[src/rtl/pulse_tx_pkg.sv]
// Shared definitions for the pulse transmitter: FSM encoding, 50 MHz timing
// constants and a small sizing helper.
package pulse_tx_pkg;

  localparam logic [1:0] S_IDLE = 2'd0;
  localparam logic [1:0] S_DLY  = 2'd1;
  localparam logic [1:0] S_HIGH = 2'd2;
  localparam logic [1:0] S_GAP  = 2'd3;

  localparam int CYC_40NS = 2;
  localparam int CYC_1US  = 50;

  function automatic int max3(input int a, input int b, input int c);
    int m;
    m = (a > b) ? a : b;
    return (m > c) ? m : c;
  endfunction

endpackage

[src/rtl/pulse_tx_timer.sv]
// Loadable down-counter that stops at zero; zero is flagged combinationally.
module tx_timer #(
  parameter int W = 4
) (
  input  logic         clk,
  input  logic         reset_n,
  input  logic         load,
  input  logic [W-1:0] load_val,
  output logic         zero
);

  logic [W-1:0] count;

  // NOTE: clocked state is always assigned with <= so every flop samples
  // the pre-edge values of its neighbours, independent of block ordering.
  always_ff @(posedge clk or negedge reset_n) begin
    if (!reset_n)
      count <= '0;
    else if (load)
      count <= load_val;
    else if (count != '0)
      count <= count - W'(1);
  end

  assign zero = (count == '0);

endmodule

[src/rtl/pulse_tx.sv]
// Turns single-cycle request pulses into delayed, fixed-width external pulses
// with a guaranteed low gap; requests arriving mid-transmission are queued.
module pulse_tx
  import pulse_tx_pkg::*;
#(
  parameter int DELAY   = CYC_40NS,
  parameter int WIDTH   = CYC_1US,
  parameter int GAP     = 25,
  parameter int MAXPEND = 3
) (
  input  logic                           clk,
  input  logic                           reset_n,
  input  logic                           en,
  input  logic                           in,
  input  logic                           ovf_clr,
  output logic                           out,
  output logic                           busy,
  output logic                           ovf,
  output logic [$clog2(MAXPEND+1)-1:0]   pend
);

  localparam int TW = $clog2(max3(DELAY, WIDTH, GAP) + 1);
  localparam int PW = $clog2(MAXPEND + 1);
  localparam logic [PW-1:0] PEND_MAX = PW'(MAXPEND);

  logic [1:0]    state, state_nxt;
  logic          out_nxt, ovf_nxt, ovf_evt;
  logic [PW-1:0] pend_nxt;
  logic          tmr_load, tmr_zero, dequeue, queue_req;
  logic [TW-1:0] tmr_val;

  tx_timer #(.W(TW)) u_timer (
    .clk      (clk),
    .reset_n  (reset_n),
    .load     (tmr_load),
    .load_val (tmr_val),
    .zero     (tmr_zero)
  );

  // NOTE: every signal driven here gets a default first, so no path through
  // the case statement can leave one unassigned and infer a latch.
  always_comb begin
    state_nxt = state;
    out_nxt   = out;
    tmr_load  = 1'b0;
    tmr_val   = '0;
    dequeue   = 1'b0;
    case (state)
      S_IDLE: if (en && in) begin
        tmr_load = 1'b1;
        if (DELAY > 1) begin
          state_nxt = S_DLY;
          tmr_val   = TW'(DELAY - 1);
        end else begin
          state_nxt = S_HIGH;
          tmr_val   = TW'(WIDTH - 1);
          out_nxt   = 1'b1;
        end
      end
      S_DLY: begin
        if (!en) begin
          state_nxt = S_IDLE;
        end else if (tmr_zero) begin
          state_nxt = S_HIGH;
          tmr_load  = 1'b1;
          tmr_val   = TW'(WIDTH - 1);
          out_nxt   = 1'b1;
        end
      end
      S_HIGH: if (tmr_zero) begin
        state_nxt = S_GAP;
        tmr_load  = 1'b1;
        tmr_val   = TW'(GAP - 1);
        out_nxt   = 1'b0;
      end
      S_GAP: if (tmr_zero) begin
        // Queued pulses skip the delay phase and go straight to HIGH.
        if (en && pend != '0) begin
          state_nxt = S_HIGH;
          tmr_load  = 1'b1;
          tmr_val   = TW'(WIDTH - 1);
          out_nxt   = 1'b1;
          dequeue   = 1'b1;
        end else begin
          state_nxt = S_IDLE;
        end
      end
      default: begin
        state_nxt = S_IDLE;
        out_nxt   = 1'b0;
      end
    endcase
  end

  assign queue_req = en && in && (state != S_IDLE);

  // Dequeue is applied before the new request, so a coincident request always fits.
  always_comb begin
    pend_nxt = pend;
    ovf_evt  = 1'b0;
    if (!en) begin
      pend_nxt = '0;
    end else begin
      if (dequeue)
        pend_nxt = pend - PW'(1);
      if (queue_req) begin
        if (pend_nxt < PEND_MAX)
          pend_nxt = pend_nxt + PW'(1);
        else
          ovf_evt = 1'b1;
      end
    end
    ovf_nxt = ovf_evt ? 1'b1 : (ovf_clr ? 1'b0 : ovf);
  end

  always_ff @(posedge clk or negedge reset_n) begin
    if (!reset_n) begin
      state <= S_IDLE;
      out   <= 1'b0;
      pend  <= '0;
      ovf   <= 1'b0;
    end else begin
      state <= state_nxt;
      out   <= out_nxt;
      pend  <= pend_nxt;
      ovf   <= ovf_nxt;
    end
  end

  assign busy = (state != S_IDLE) || (pend != '0);

endmodule

[config.mk]
export PLATFORM = sky130hd
export DESIGN_NAME = pulse_tx
export DESIGN_NICKNAME = d
export VERILOG_FILES = /design/src/rtl/pulse_tx_pkg.sv /design/src/rtl/pulse_tx_timer.sv /design/src/rtl/pulse_tx.sv
export SDC_FILE = /design/constraint.sdc
export NUM_CORES = 1
export LEC_CHECK = 0
export CORE_MARGIN = 4
export CORE_UTILIZATION = 46
export CTS_BUF_LIST = sky130_fd_sc_hd__clkbuf_4
export DETAILED_ROUTE_END_ITERATION = 6
export GPL_TIMING_DRIVEN = 1
export PLACE_DENSITY = 0.72
export SLEW_MARGIN = 40
export SYNTH_ARGS = -nofsm -noshare
export SYNTH_HDL_FRONTEND = slang
export SYNTH_SLANG_ARGS = --single-unit
[constraint.sdc]
create_clock -name clk -period 2.7 [get_ports clk]
set_input_delay 0.54 -clock clk [delete_from_list [all_inputs] [get_ports clk]]
set_output_delay 0.54 -clock clk [all_outputs]
set_load 0.01 [all_outputs]
==> flow_metrics.py, run 1 <==
metrics = {
    "final_layout": {
        "drive_gt1_frac": 0.0899,
        "fin_cells": 105,
        "final_area_um2": 856,
        "final_net_count": 98,
        "n_antenna_cell": 0,
        "syn_to_final_growth_pct": 17.9,
    },
    "floorplanning": {
        "fp.coreArea_um2": 1510,
        "ios": 10,
        "initial_core_util": 0.482,
        "fp.dieArea_um2": 2280,
        "die_w_um": 47.7,
        "fp-row-count": 14,
        "die_h_um": 47.7,
    },
    "power_and_ir_drop": {
        "ir_drop_v": 0.000577,
        "leakage_nw": 0.382,
        "p_total_w": 0.000806,
        "power_density_nw_per_um2": 942,
    },
    "placed_design": {
        "place_congestion": 0.846,
        "port_buffers": 9,
        "place_area_um2": 833,
        "dp.cells": 102,
        "dp_hpwl_mm": 1.09,
        "preCtsSetupSlack_ps": 540,
    },
    "detailed_routing": {
        "vias": 602,
        "ant_nets": 0,
        "drtPass1Iterations": 4,
        "wl_per_cell_um": 13.9,
        "drt_iter0_drc": 17,
        "viasPerCell": 5.73,
        "routed_wl_mm": 1.46,
        "drc": 0,
    },
    "critical_path": {
        "cp_max_fo": 6,
        "critPathLaunchType": "register",
        "path_class": "reg -> out",
        "critPathCaptureType": "output port",
        "arrival_ps": 1660,
        "r2r_slack_ps": 520,
        "reg2reg_to": "pend[0]$_DFF_PN0_",
        "r2r_start": "u_timer.count[0]$_DFFE_PN0P_",
        "r2r.worst_path.cells": 6,
        "crit_required_ps": 2160,
    },
    "clock_tree": {
        "path_clk_slew_ps": 70,
        "cts_buffers": 3,
        "postCtsSetupBuffers": 0,
        "tritoncts": "yes",
        "ctsRootBufferMaster": "clkbuf_4",
        "postCtsResizedCells": 0,
        "clock-sinks": 12,
        "cts_max_level": 1,
        "worstSkewPairLatency_ps": 280,
        "clockBufferDepth": 2,
        "ctsHoldBuffers": 0,
    },
    "yosys": {
        "ys.flop_type": "dfrtp_1",
        "yosysTopAreaCellShare": 0.414,
        "synth_common_cells": "dfrtp_1, inv_1, nand3_1, nor2_1, nor3_1",
        "async_flop_share": 1.00,
        "ys_seq_area_frac": 0.414,
        "synth_area_per_cell_um2": 9.19,
        "synth_cell_types": 31,
        "yosysMostFrequentCell": "dfrtp_1",
        "synth_nets": 86,
        "synth_seq_cells": 12,
        "netlist_area_um2": 726,
        "synthTopCellsByArea": "dfrtp_1, inv_1, xnor2_1",
        "synth_cells": 79,
        "synth_largest_area_cell": "dfrtp_1",
        "yosysWarnings": 0,
        "synth_edf_count": 0,
    },
    "global_route": {
        "grt_pass1_vias": 585,
        "grt_max_degree": 14,
        "grt_pass1_wl_mm": 2.55,
        "grt_overflow": 0,
        "grt_util_all_layers": 0.167,
        "antenna_found_initial": 0,
    },
    "sta": {
        "rsz0062_at_grt": "false",
        "fin_crit_ps": 2200,
        "skew_ps": 1.82,
        "finalSetupViolCount": 0,
        "worst_slack_ps": 499,
        "max_slew_margin": 0.627,
        "setup-tns-final_ps": 0,
        "max_freq_mhz": 454,
        "finalMaxSlewViolations": 0,
        "hold_viol": 0,
        "worst_pin_slew_ps": 558,
        "fin_crit_sh": 0.815,
    },
    "job": {
        "cap_viol_max_count": 0,
    },
    "min_path": {
        "hold_path.startpoint": "out$_DFFE_PN0P_",
        "hold_class": "reg -> reg",
        "worstHoldEndpoint": "out$_DFFE_PN0P_",
        "hold_depth": 1,
    },
    "outcome": {
        "outcome": "finished, final reports clean",
    },
}
-- area by class of cell --
cell class	instances	area (µm²)
Fill cell	139	651
Tap cell	16	20.0
Clock buffer	3	22.5
Timing Repair Buffer	11	105
Multi-Input combinational cell	56	382
Inverter	7	26.3
Sequential cell	12	300
-- stage by stage --
step,util,hold slack (ps)
floorplan,-,244
global placement,0.553,503
detailed placement,0.553,501
CTS,0.568,522
global route,0.568,570
finish,0.568,517
-- worst max-delay path, cell delays in order, from the launching register on --
cell and delay [ps]:
dfrtp_1 420, inv_1 120, ha_1 240, nand2_1 70
clkdlybuf4s50_1 530
-- logic make-up (layout without fill, tap and decap cells) --
group | count (synthesis) | in the layout | synth area share
xor+xnor | 3 | 3 | 0.0362
compound gates | 22 | 22 | 0.229
buf+inv | 11 | 21 | 0.0604
mux | 2 | 2 | 0.0276
flops | 12 | 12 | 0.414
fa+ha+maj | 2 | 2 | 0.0345
simple gates | 27 | 27 | 0.198
-- metal layers --
layer / vias up / track usage / routed length (µm) / share of wire
met5: - / 0 / 0 / 0
met4: 0 / 0.129 / 51 / 0.035
met3: 5 / 0.0338 / 56 / 0.038
met2: 13 / 0.248 / 680 / 0.47
met1: 277 / 0.209 / 667 / 0.46
li1: 307 / - / - / -
-- worst max-delay path by stage --
stage,start,end,cells after the start
after floorplan,u_timer.count[0]$_DFFE_PN0P_,pend[0]$_DFF_PN0_,7
after CTS,pend[0]$_DFF_PN0_,busy,4
after global placement,u_timer.count[0]$_DFFE_PN0P_,pend[0]$_DFF_PN0_,6
after global routing,u_timer.count[0]$_DFFE_PN0P_,pend[0]$_DFF_PN0_,6
final,pend[0]$_DFF_PN0_,busy,4
after detailed placement,u_timer.count[0]$_DFFE_PN0P_,pend[0]$_DFF_PN0_,6
-- placed cells by master, fill, tap and decap left out, drive strengths merged, types with 3 or more instances in the layout --
| cell | count |
|---|---|
| inv | 7 |
| nor2 | 5 |
| o21ai | 3 |
| dfrtp | 12 |
| xnor2 | 3 |
| nand3 | 5 |
| o31ai | 3 |
| nand2 | 4 |
| nor3 | 5 |
| o211ai | 3 |
| clkbuf | 3 |
| clkdlybuf4s50 | 9 |
-- flip-flops by register name, indices dropped and copies added (netlist names) --
signal	count
u_timer.count	6
state	2
pend	2
ovf	1
out	1
-- power by group --
group | switching [W] | internal [W]
logic | 0.000168 | 0.000191
clock network | 0.0000588 | 0.0000518
registers | 0.0000875 | 0.000250
total | 0.000314 | 0.000492
No activity file was read; power rests on OpenSTA's default activity.
==> run 2: changes to the inputs <==
--- a/config.mk
+++ b/config.mk
@@ -10,7 +10,7 @@
 export CTS_BUF_LIST = sky130_fd_sc_hd__clkbuf_4
 export DETAILED_ROUTE_END_ITERATION = 6
 export GPL_TIMING_DRIVEN = 1
-export PLACE_DENSITY = 0.72
+export PLACE_DENSITY = 0.75
 export SLEW_MARGIN = 40
 export SYNTH_ARGS = -nofsm -noshare
 export SYNTH_HDL_FRONTEND = slang
==> constraint.sdc (replaced) <==
create_clock -name clk -period 1.8 [get_ports clk]
set_input_delay 0.36 -clock clk [delete_from_list [all_inputs] [get_ports clk]]
set_output_delay 0.36 -clock clk [all_outputs]
set_load 0.01 [all_outputs]
==> flow_metrics.py, run 2 (synthesized netlist as in run 1, its figures left out) <==
metrics = {
    "sta": {
        "fin_crit_sh": 1.07,
        "finalSetupViolCount": 8,
        "max_freq_mhz": 517,
        "skew_ps": 8.77,
        "max_slew_margin": 0.632,
        "finalMaxSlewViolations": 0,
        "worst_slack_ps": -134,
        "hold_viol": 0,
        "setup-tns-final_ps": -313,
        "fin_crit_ps": 1930,
        "rsz0062_at_grt": "true",
        "worst_pin_slew_ps": 550,
    },
    "final_layout": {
        "n_antenna_cell": 0,
        "top_regs": "u_timer.count: 6 flops, pend: 2 flops, state: 2 flops",
        "final_net_count": 120,
        "drive_gt1_frac": 0.366,
        "final_cell_mix": "buf_4, dfrtp_1, clkdlybuf4s50_1",
        "largest_reg_flops": 6,
        "top_register": "u_timer.count",
        "syn_to_final_growth_pct": 50.3,
        "final_common_cell": "buf_4",
        "finish.utilization": 0.724,
    },
    "detailed_routing": {
        "wl_met2_um": 965,
        "route.met3.wl_um": 103,
        "wl_met1_um": 864,
        "highest_layer": "met4",
        "viasPerCell": 5.69,
        "wl_per_cell_um": 15.2,
        "drtPass1Iterations": 4,
        "ant_nets": 0,
        "vias": 728,
        "routed_wl_mm": 1.95,
        "drt_iter0_drc": 33,
        "drc": 0,
    },
    "floorplanning": {
        "fp.dieArea_um2": 2280,
        "ios": 10,
        "initial_core_util": 0.482,
        "die_w_um": 47.7,
        "fp.coreArea_um2": 1510,
        "die_h_um": 47.7,
        "fp-row-count": 14,
    },
    "global_route": {
        "grt_pass1_wl_mm": 3.09,
        "antenna_found_initial": 0,
        "grt_pass1_vias": 696,
        "grt_util_all_layers": 0.195,
        "grt_max_degree": 13,
        "grt_overflow": 0,
    },
    "clock_tree": {
        "worstSkewPairLatency_ps": 280,
        "ctsRootBufferMaster": "clkbuf_4",
        "cts_max_level": 1,
        "cts_buffers": 3,
        "path_clk_slew_ps": 80,
        "clockBufferDepth": 2,
        "tritoncts": "yes",
        "clock-sinks": 12,
    },
    "critical_path": {
        "crit_slowest_cell": "or4_4",
        "startpoint": "u_timer.count[1]$_DFFE_PN0P_",
        "critPathLaunchType": "register",
        "reg2reg_to": "pend[0]$_DFF_PN0_",
        "crit_required_ps": 2000,
        "cp_max_fo": 5,
        "cp_num_cells": 6,
        "path_class": "reg -> reg",
        "crit_chain": "inv_2, ha_4, or3b_4, or4_4, a211o_1, a21boi_2",
        "r2r_start": "u_timer.count[1]$_DFFE_PN0P_",
        "arrival_ps": 2130,
        "crit_buf_inv": 1,
        "critPathTopFamily": "simple AND/OR/NAND/NOR gates",
        "r2r_slack_ps": -130,
        "r2r.worst_path.cells": 6,
        "critPathCaptureType": "register",
        "cp-endpoint": "pend[0]$_DFF_PN0_",
        "slowest_delay_ps": 470,
    },
    "power_and_ir_drop": {
        "p_total_w": 0.00160,
        "ir_drop_v": 0.000795,
        "power_density_nw_per_um2": 1460,
        "leakage_nw": 0.494,
    },
    "placed_design": {
        "dp_hpwl_mm": 1.29,
        "place_congestion": 0.790,
        "preCtsSetupSlack_ps": -163,
        "port_buffers": 9,
    },
    "outcome": {
        "violations": "negative setup slack",
        "outcome": "finished with violations",
    },
    "min_path": {
        "hold_class": "in -> async",
    },
    "job": {
        "cap_viol_max_count": 0,
    },
}
run 2: metrics by stage:
stage	hold WS, ps	cells	cell area [µm²]
floorplan	64.4	79	736
global placement	500	117	953
detailed placement	502	117	953
CTS	462	125	1030
global route	476	128	1090
finish	432	128	1090
run 2: worst min path at each step:
stage	startpoint	endpoint	slack, ps	cells past startpoint
5_1_grt	reset_n	u_timer.count[4]$_DFFE_PN0P_	480	1
4_1_cts	reset_n	u_timer.count[4]$_DFFE_PN0P_	460	1
2_1_floorplan	reset_n	out$_DFFE_PN0P_	60	0
6_report	reset_n	u_timer.count[4]$_DFFE_PN0P_	430	1
3_5_place_dp	out$_DFFE_PN0P_	out$_DFFE_PN0P_	500	1
3_3_place_gp	ovf$_DFFE_PN0P_	ovf$_DFFE_PN0P_	500	2
run 2: power by group:
| part | switching, W | total, W | internal (W) |
|---|---|---|---|
| sequential | 0.000125 | 0.000500 | 0.000374 |
| combinational | 0.000408 | 0.000921 | 0.000513 |
| clock | 0.0000949 | 0.000175 | 0.0000803 |
run 2: what timing repair did:
action,in CTS,in global routing
hold buffers,0,0
pin swaps,0,2
setup buffers,4,3
endpoints found under the setup margin,10,11
resized for setup,7,8
run 2: layout make-up:
cell class	count	area, µm²
repair buffers	33	277
well taps	16	20.0
clock inverters	1	3.75
fillers	110	415
clock buffers	3	22.5
flip-flops and latches	12	300
inverters	7	26.3
multi-input cells	56	442
run 2: metal layers:
layer	vias to the layer above	track usage
li1	350	-
met1	346	0.257
met2	28	0.311
met3	4	0.0338
met4	0	0.0806
met5	-	0
